===== config.mk =====
export PLATFORM = sky130hd
export DESIGN_NAME = time_set_controller
export DESIGN_NICKNAME = d
export VERILOG_FILES = /design/src/rtl/wallclock_pkg.sv /design/src/rtl/key_debouncer.sv /design/src/rtl/time_set_controller.sv
export SDC_FILE = /design/constraint.sdc
export NUM_CORES = 1
export LEC_CHECK = 0
export CAP_MARGIN = 20
export CORE_AREA = 2 2 107 109
export DETAILED_ROUTE_END_ITERATION = 10
export DIE_AREA = 0 0 109 111
export PLACE_DENSITY = 0.75
export RECOVER_POWER = 100
export SKIP_CTS_REPAIR_TIMING = 1
export SLEW_MARGIN = 20
export SYNTH_ARGS = -nofsm -noshare
export SYNTH_HDL_FRONTEND = slang
export SYNTH_SLANG_ARGS = --single-unit

===== constraint.sdc =====
create_clock -name CLOCK_50 -period 2.1 [get_ports CLOCK_50]
set_input_delay 0.21 -clock CLOCK_50 [delete_from_list [all_inputs] [get_ports CLOCK_50]]
set_output_delay 0.21 -clock CLOCK_50 [all_outputs]
set_load 0.005 [all_outputs]

===== src/rtl/wallclock_pkg.sv =====
// Shared definitions for the wall-clock time-set controller: edit-field encodings,
// per-digit maxima and the single-field advance rule.
package wallclock_pkg;

  localparam logic [3:0] SEL_NONE   = 4'd0;
  localparam logic [3:0] SEL_SEC    = 4'd1;
  localparam logic [3:0] SEL_SEC10  = 4'd2;
  localparam logic [3:0] SEL_MIN    = 4'd3;
  localparam logic [3:0] SEL_MIN10  = 4'd4;
  localparam logic [3:0] SEL_HOUR   = 4'd5;
  localparam logic [3:0] SEL_HOUR10 = 4'd6;

  localparam logic [3:0] MAX_SEC        = 4'd9;
  localparam logic [3:0] MAX_SEC10      = 4'd5;
  localparam logic [3:0] MAX_MIN        = 4'd9;
  localparam logic [3:0] MAX_MIN10      = 4'd5;
  localparam logic [3:0] MAX_HOUR       = 4'd9;
  localparam logic [3:0] MAX_HOUR_AT_20 = 4'd3;
  localparam logic [3:0] MAX_HOUR10     = 4'd2;

  function automatic logic [3:0] wrap_inc(input logic [3:0] d, input logic [3:0] max);
    return (d >= max) ? 4'd0 : d + 4'd1;
  endfunction

  // Increments only the selected digit; digits never carry into each other.
  function automatic logic [23:0] advance_field(input logic [23:0] t, input logic [3:0] sel);
    logic [23:0] r;
    logic [3:0]  hour_max;
    r        = t;
    hour_max = (t[23:20] == MAX_HOUR10) ? MAX_HOUR_AT_20 : MAX_HOUR;
    case (sel)
      SEL_SEC:   r[3:0]   = wrap_inc(t[3:0], MAX_SEC);
      SEL_SEC10: r[7:4]   = wrap_inc(t[7:4], MAX_SEC10);
      SEL_MIN:   r[11:8]  = wrap_inc(t[11:8], MAX_MIN);
      SEL_MIN10: r[15:12] = wrap_inc(t[15:12], MAX_MIN10);
      SEL_HOUR:  r[19:16] = wrap_inc(t[19:16], hour_max);
      SEL_HOUR10: begin
        r[23:20] = wrap_inc(t[23:20], MAX_HOUR10);
        if (r[23:20] == MAX_HOUR10 && t[19:16] > MAX_HOUR_AT_20) begin
          r[19:16] = MAX_HOUR_AT_20;
        end
      end
      default: r = t;
    endcase
    return r;
  endfunction

endpackage


===== src/rtl/key_debouncer.sv =====
// Conditions one raw active-low pushbutton: 2-FF synchronizer, level debouncer and a
// one-cycle pulse on each debounced press (1->0).
module key_debouncer #(
  parameter int unsigned DEBOUNCE_MAX = 999_999
) (
  input  logic clk,
  input  logic n_reset,
  input  logic key_n,
  output logic press
);

  localparam int unsigned CntW = (DEBOUNCE_MAX > 0) ? $clog2(DEBOUNCE_MAX + 1) : 1;

  logic            sync1_q, sync2_q, stable_q, press_q;
  logic [CntW-1:0] cnt_q;
  logic            settled;

  assign settled = (cnt_q == CntW'(DEBOUNCE_MAX));

  always_ff @(posedge clk) begin
    if (!n_reset) begin
      sync1_q  <= 1'b1;
      sync2_q  <= 1'b1;
      stable_q <= 1'b1;
      press_q  <= 1'b0;
      cnt_q    <= '0;
    end else begin
      sync1_q <= key_n;
      sync2_q <= sync1_q;
      press_q <= 1'b0;
      // cnt_q counts consecutive samples that disagree with the accepted level.
      if (sync2_q == stable_q) begin
        cnt_q <= '0;
      end else if (settled) begin
        stable_q <= sync2_q;
        cnt_q    <= '0;
        press_q  <= ~sync2_q;
      end else begin
        cnt_q <= cnt_q + CntW'(1);
      end
    end
  end

  assign press = press_q;

endmodule


===== src/rtl/time_set_controller.sv =====
// Time-set controller: select steps through the six BCD fields, advance bumps the
// selected digit, and leaving the last field strobes the edited time into the clock.
module time_set_controller
  import wallclock_pkg::*;
#(
  parameter int unsigned DEBOUNCE_MAX = 999_999,
  parameter int unsigned BLINK_MAX    = 12_499_999
) (
  input  logic        CLOCK_50,
  input  logic        n_reset,
  input  logic        key_select_n,
  input  logic        key_advance_n,
  input  logic [23:0] time_in,
  output logic [3:0]  selected,
  output logic [23:0] time_out,
  output logic        load,
  output logic [5:0]  blank
);

  localparam int unsigned BlinkW = (BLINK_MAX > 0) ? $clog2(BLINK_MAX + 1) : 1;

  logic              sel_ev, adv_ev;
  logic [3:0]        state_q, state_d;
  logic [23:0]       edit_q, edit_d;
  logic              load_q, load_d;
  logic [BlinkW-1:0] blink_cnt_q;
  logic              phase_q;

  key_debouncer #(.DEBOUNCE_MAX(DEBOUNCE_MAX)) u_key_select (
    .clk     (CLOCK_50),
    .n_reset (n_reset),
    .key_n   (key_select_n),
    .press   (sel_ev)
  );

  key_debouncer #(.DEBOUNCE_MAX(DEBOUNCE_MAX)) u_key_advance (
    .clk     (CLOCK_50),
    .n_reset (n_reset),
    .key_n   (key_advance_n),
    .press   (adv_ev)
  );

  // Select has priority; a coincident advance is dropped.
  always_comb begin
    state_d = state_q;
    edit_d  = edit_q;
    load_d  = 1'b0;
    case (state_q)
      SEL_NONE: begin
        if (sel_ev) begin
          state_d = SEL_SEC;
          edit_d  = time_in;
        end
      end
      SEL_SEC, SEL_SEC10, SEL_MIN, SEL_MIN10, SEL_HOUR: begin
        if (sel_ev) begin
          state_d = state_q + 4'd1;
        end else if (adv_ev) begin
          edit_d = advance_field(edit_q, state_q);
        end
      end
      SEL_HOUR10: begin
        if (sel_ev) begin
          state_d = SEL_NONE;
          load_d  = 1'b1;
        end else if (adv_ev) begin
          edit_d = advance_field(edit_q, state_q);
        end
      end
      default: state_d = SEL_NONE;
    endcase
  end

  always_ff @(posedge CLOCK_50) begin
    if (!n_reset) begin
      state_q <= SEL_NONE;
      edit_q  <= '0;
      load_q  <= 1'b0;
    end else begin
      state_q <= state_d;
      edit_q  <= edit_d;
      load_q  <= load_d;
    end
  end

  // Every field change restarts the blink with the digit visible.
  always_ff @(posedge CLOCK_50) begin
    if (!n_reset) begin
      blink_cnt_q <= '0;
      phase_q     <= 1'b0;
    end else if (state_d != state_q || state_q == SEL_NONE) begin
      blink_cnt_q <= '0;
      phase_q     <= 1'b0;
    end else if (blink_cnt_q == BlinkW'(BLINK_MAX)) begin
      blink_cnt_q <= '0;
      phase_q     <= ~phase_q;
    end else begin
      blink_cnt_q <= blink_cnt_q + BlinkW'(1);
    end
  end

  always_comb begin
    blank = '0;
    case (state_q)
      SEL_SEC:    blank[0] = phase_q;
      SEL_SEC10:  blank[1] = phase_q;
      SEL_MIN:    blank[2] = phase_q;
      SEL_MIN10:  blank[3] = phase_q;
      SEL_HOUR:   blank[4] = phase_q;
      SEL_HOUR10: blank[5] = phase_q;
      default:    blank    = '0;
    endcase
  end

  assign selected = state_q;
  assign time_out = edit_q;
  assign load     = load_q;

endmodule


After elaboration in Yosys (flattened, before gate mapping)
Cells that the tools add are included.
{"block": "word_totals", "reg_bits": 102, "out_inout_bits": 35}
{"block": "classes", "muxes": 30, "n_bitwise": 9, "n_eq_ne": 21, "magnitude_cmp": 7, "n_addsub": 10, "n_reduce_logical": 18}
{"op": "$mux W24", "n": 3}
{"op": "$pmux W24 S3", "n": 1}
{"op": "$mux W4", "n": 16}
{"op": "$add A20 B1 Y20 const B", "n": 2}
{"op": "$eq A20 B20 Y1 const B", "n": 2}
{"op": "$mux W20", "n": 2}
{"op": "$add A4 B1 Y4 const B", "n": 7}
{"op": "$add A24 B1 Y24 const B", "n": 1}
{"op": "$eq A24 B24 Y1 const B", "n": 1}
{"op": "$eq A4 B2 Y1 const B", "n": 4}
{"op": "$reduce_or A3 Y1", "n": 5}
{"op": "$eq A4 B3 Y1 const B", "n": 3}
{"op": "$pmux W4 S3", "n": 1}
{"op": "$not A1 Y1", "n": 9}
{"op": "$ge A4 B3 Y1 const B", "n": 2}
{"op": "$ge A4 B4 Y1 const B", "n": 2}
{"op": "$ne A2 B2 Y1 const B", "n": 4}
{"op": "$reduce_and A8 Y1", "n": 1}
{"op": "$mux W1", "n": 7}
{"op": "$ne A2 B1 Y1 const B", "n": 3}
{"op": "$reduce_and A2 Y1", "n": 3}
{"op": "$reduce_and A6 Y1", "n": 1}
{"op": "$reduce_and A5 Y1", "n": 1}
{"op": "$reduce_or A5 Y1", "n": 1}
{"op": "other kinds (12)", "n": 13}

Longest topological paths before layout
{"block": "logic_depth", "ltp_word": 8, "depth_mapped": 10, "ltp_nobuf": 9}

By module
From an unflattened synthesis, not the netlist that was laid out.
{"block": "hier_totals", "hier_cells": 668, "area_unflattened_um2": 5629.1}
{"module": "time_set_controller", "cells_per_inst": 438, "instances": 1, "seq_area_each_um2": 1081.0, "area_per_inst_um2": 3532.1}
{"module": "key_debouncer", "cells_per_inst": 115, "instances": 2, "seq_area_each_um2": 480.5, "area_per_inst_um2": 1048.5}

Worst setup path after synthesis
OpenSTA, ideal clock, no wires.
{"block": "synth_timing", "path_type": "register to register", "from": "register state_q[0], in the netlist selected[0]", "to": "register blink_cnt_q[14]", "period_less_slack_ns": 2.390, "stages_incl_launch_ff": 11, "slack_ns": -0.290, "path_buffers": 3, "arrival_ns": 2.260, "cell_sequence": "dfxtp_1 > inv_1 > ha_1 > buf_2 > or2_1 > clkbuf_1 > o311ai_0 > a211oi_1 > o21ai_2 > buf_2 > nor3_1"}
{"block": "synth_via", "elab_chain_len": 6}
{"item": "from (decl)", "line_no": "time_set_controller.sv:23", "source": "logic [3:0] state_q, state_d;"}
{"item": "from (signal assigned)", "line_no": "time_set_controller.sv:80", "source": "state_q <= state_d;"}
{"item": "$add A4 B1 Y4, or another cell as far along", "line_no": "time_set_controller.sv:57", "source": "state_d = state_q + 4'd1;"}
{"item": "$mux W4 or $reduce_or A5 Y1 (tied branches)", "line_no": "time_set_controller.sv:56, time_set_controller.sv:48"}
{"item": "$pmux W4 S3", "line_no": "time_set_controller.sv:48", "source": "case (state_q)"}
{"item": "$ne A4 B4 Y1", "line_no": "time_set_controller.sv:91", "source": "end else if (state_d != state_q || state_q == SEL_NONE) begin"}
{"item": "$logic_or A1 B1 Y1 (*)", "line_no": "time_set_controller.sv:91"}
{"item": "$reduce_or A3 Y1 (no line) (*)"}
{"item": "to (signal assigned)", "line_no": "time_set_controller.sv:98", "source": "blink_cnt_q <= blink_cnt_q + BlinkW'(1);"}
{"item": "to (decl)", "line_no": "time_set_controller.sv:26", "source": "logic [BlinkW-1:0] blink_cnt_q;"}
Mark *: on every way between the ends. The rest lies on a longest branch, timed or not.
A chain may end at the register's enable or synchronous reset.

Final worst setup path
{"block": "layout_timing", "from": "register state_q[1], in the netlist selected[1]", "to": "register blink_cnt_q[18]"}
Same word-level chain as after synthesis.

==> flow_summary.json <==
{
  "top_usage_layer": "met2",
  "grtUsageTotal_pct": 22.8,
  "portBuffers": 62,
  "clockRootBuffer": "clkbuf_16",
  "wirelength_mm": 14.7,
  "pre_cts_ws_ns": -0.128,
  "die_h_um": 111,
  "cp.required_ns": 2.35,
  "design.core.area_mm2": 0.0111,
  "slew_viol_final": 0,
  "finalNonFillerCells": 904,
  "fin_crit_sh_pct": 110,
  "violations": "negative setup slack",
  "fmax_mhz": 434,
  "clock-sinks": 102,
  "fin_nets": 810,
  "yosys-top-cells-area": "dfxtp_1 37%, ha_1 6.0%, xnor2_1 5.6%, nor2_1 5.6%, xor2_1 4.7%",
  "drtIter0Drc": 319,
  "post-dp-hpwl_mm": 9.51,
  "synthesis.nets": 705,
  "io_pins": 63,
  "p_leak_nw": 2.72,
  "synth_edf_count": 0,
  "synthCells": 651,
  "syn_area_mm2": 0.00546,
  "cp.arrival_ns": 2.56,
  "power.total_mw": 4.09,
  "synthTopCellsByCount": "102 x dfxtp_1, 81 x nor2_1, 42 x nand2_1, 35 x xnor2_1, 32 x inv_1",
  "cts_buffers": 9,
  "dp_cells": 876,
  "yosys.area.top_type_share_pct": 37.4,
  "avgSynthCellArea_um2": 8.39,
  "use_met3_pct": 3.88,
  "cp-start-kind": "flip-flop",
  "diodes": 0,
  "path_class": "flip-flop to flip-flop",
  "synth_cell_types": 67,
  "drive_above_1_share_pct": 19.1,
  "cts_max_path_buffers": 2,
  "clkTransAtPathRegs_ns": 0.07,
  "rsz0062_at_grt": "yes",
  "dieWidth_um": 109,
  "hold_path.class": "primary input to flip-flop",
  "status": "finished with violations",
  "ys_warn_count": 0,
  "avgViaCountPerCell": 5.75,
  "htree_levels": 3,
  "cts_tree": "yes",
  "grt_util_met1_pct": 28.8,
  "start_util_pct": 49.3,
  "grt_pass1_vias": 4873,
  "insertion_delay_ns": 0.36,
  "stdcell_area_mm2": 0.00751,
  "yosys.area.top_type": "dfxtp_1",
  "die-area_mm2": 0.0121,
  "use_met2_pct": 38.3,
  "r2r_setup_slack_ns": -0.21,
  "yosysSeqAreaShare_pct": 37.4,
  "syn_to_final_growth_pct": 37.5,
  "drc_errors": 0,
  "antenna_found_initial": 0,
  "place_area_mm2": 0.00660,
  "period_minus_slack_ns": 2.31,
  "tns_ns": -4.76,
  "drv_cap": 0,
  "rows": 39,
  "skew_ns": 0.00946,
  "synth_ff_type": "dfxtp_1",
  "ys_ff_latch": 102,
  "yosysMostFrequentCell": "dfxtp_1",
  "firstDrtPassIters": 5,
  "drtAntennaViolNets": 0,
  "cp_max_fo": 13,
  "overflow": 0,
  "grt_pass1_wl_mm": 22.4,
  "synth_async_sr_flop_share_pct": 0,
  "vias": 5194,
  "grt_max_degree": 26,
  "wl_per_cell_um": 16.3,
  "slew_headroom_pct": 64.3,
  "hold_viol": 0,
  "fin_ws_ns": -0.206,
  "routabilityCongestion": 0.850,
  "setup-violations-final": 38,
  "power_density_mw_per_mm2": 544,
  "peakVddDrop_uv": 374,
  "endpoint_kind": "flip-flop",
  "worstMarginPinSlew_ns": 0.536
}
-- layout by cell type (no fill, tap or decap), types with 5 or more instances in the layout --
cell type	n
buf_6	8
inv_1	30
o21ai_0	18
nand2b_1	12
buf_12	5
nor4_1	12
nand2_1	41
ha_1	22
and3_1	13
nor3_2	5
clkbuf_16	12
nor2_1	79
buf_4	43
a21oi_1	27
nor4_4	6
dfxtp_1	96
and2_1	9
o21a_1	6
xor2_1	29
clkdlybuf4s50_1	57
nor3_1	20
nand4_1	19
nand3_1	29
and4_1	6
nor4_2	8
xnor2_1	34
-- flip-flops by register name, indices dropped and copies added (netlist names) --
register,cells
blink_cnt_q,24
load,1
phase_q,1
selected,4
time_out,24
u_key_advance.cnt_q,20
u_key_advance.press,1
u_key_advance.stable_q,1
u_key_advance.sync1_q,1
u_key_advance.sync2_q,1
u_key_select.cnt_q,20
u_key_select.press,1
u_key_select.stable_q,1
u_key_select.sync1_q,1
u_key_select.sync2_q,1
-- kinds of logic (layout without fill, tap and decap cells) --
family | after synthesis | in the layout | share of synthesized area (%)
and+or+nand+nor | 295 | 295 | 28.4
DFF | 102 | 102 | 37.4
AOI/OAI and AO/OA | 100 | 100 | 12.9
xor gates and xnor gates | 64 | 64 | 10.3
buffers and inverters | 61 | 171 | 4.60
adders and majority gates | 26 | 26 | 5.96
muxes | 3 | 3 | 0.573
-- per-stage QoR --
stage / hold WS, ns / utilization [%]
2_1_floorplan: 0.283 / -
3_3_place_gp: 0.391 / 59.6
3_5_place_dp: 0.392 / 59.6
4_1_cts: 0.403 / 62.9
5_1_grt: 0.419 / 67.8
6_report: 0.403 / 67.8
-- worst paths after layout --
path | start | to | cells after the start
worst max-delay path | selected[1] | blink_cnt_q[18] | 9
worst min-delay path | key_select_n | u_key_select.sync1_q | 2
worst max register to register | selected[1] | blink_cnt_q[18] | 9
worst min register to register | u_key_select.sync1_q | u_key_select.sync2_q | 1
-- report_power, final --
group          internal [mW]  switching (mW)
logic                 0.0640          0.0408
clock network           1.29           0.757
registers               1.93         0.00307
total                   3.29           0.801
-- metal layers --
layer	wire, µm	up-vias
li1	-	2509
met1	6220	2474
met2	7370	175
met3	779	36
met4	370	0
met5	0	-
-- area by class of cell --
| class | instances | area [µm²] |
|---|---|---|
| clock inverter | 6 | 134 |
| clock buffer | 10 | 229 |
| sequential | 102 | 2060 |
| tap | 143 | 179 |
| timing repair buffer | 121 | 1220 |
| inverter | 34 | 135 |
| fill | 837 | 3570 |
| multi-input combinational | 488 | 3560 |
-- critical path, stage by stage, from the launching register on --
cell      delay, ns
dfxtp_4        0.40
inv_4          0.06
ha_4           0.18
nor4_4         0.49
nor3_4         0.11
buf_4          0.18
a21boi_4       0.18
xnor2_2        0.13
buf_12         0.18
nor4_2         0.28
No activity file was read; power rests on OpenSTA's default activity.
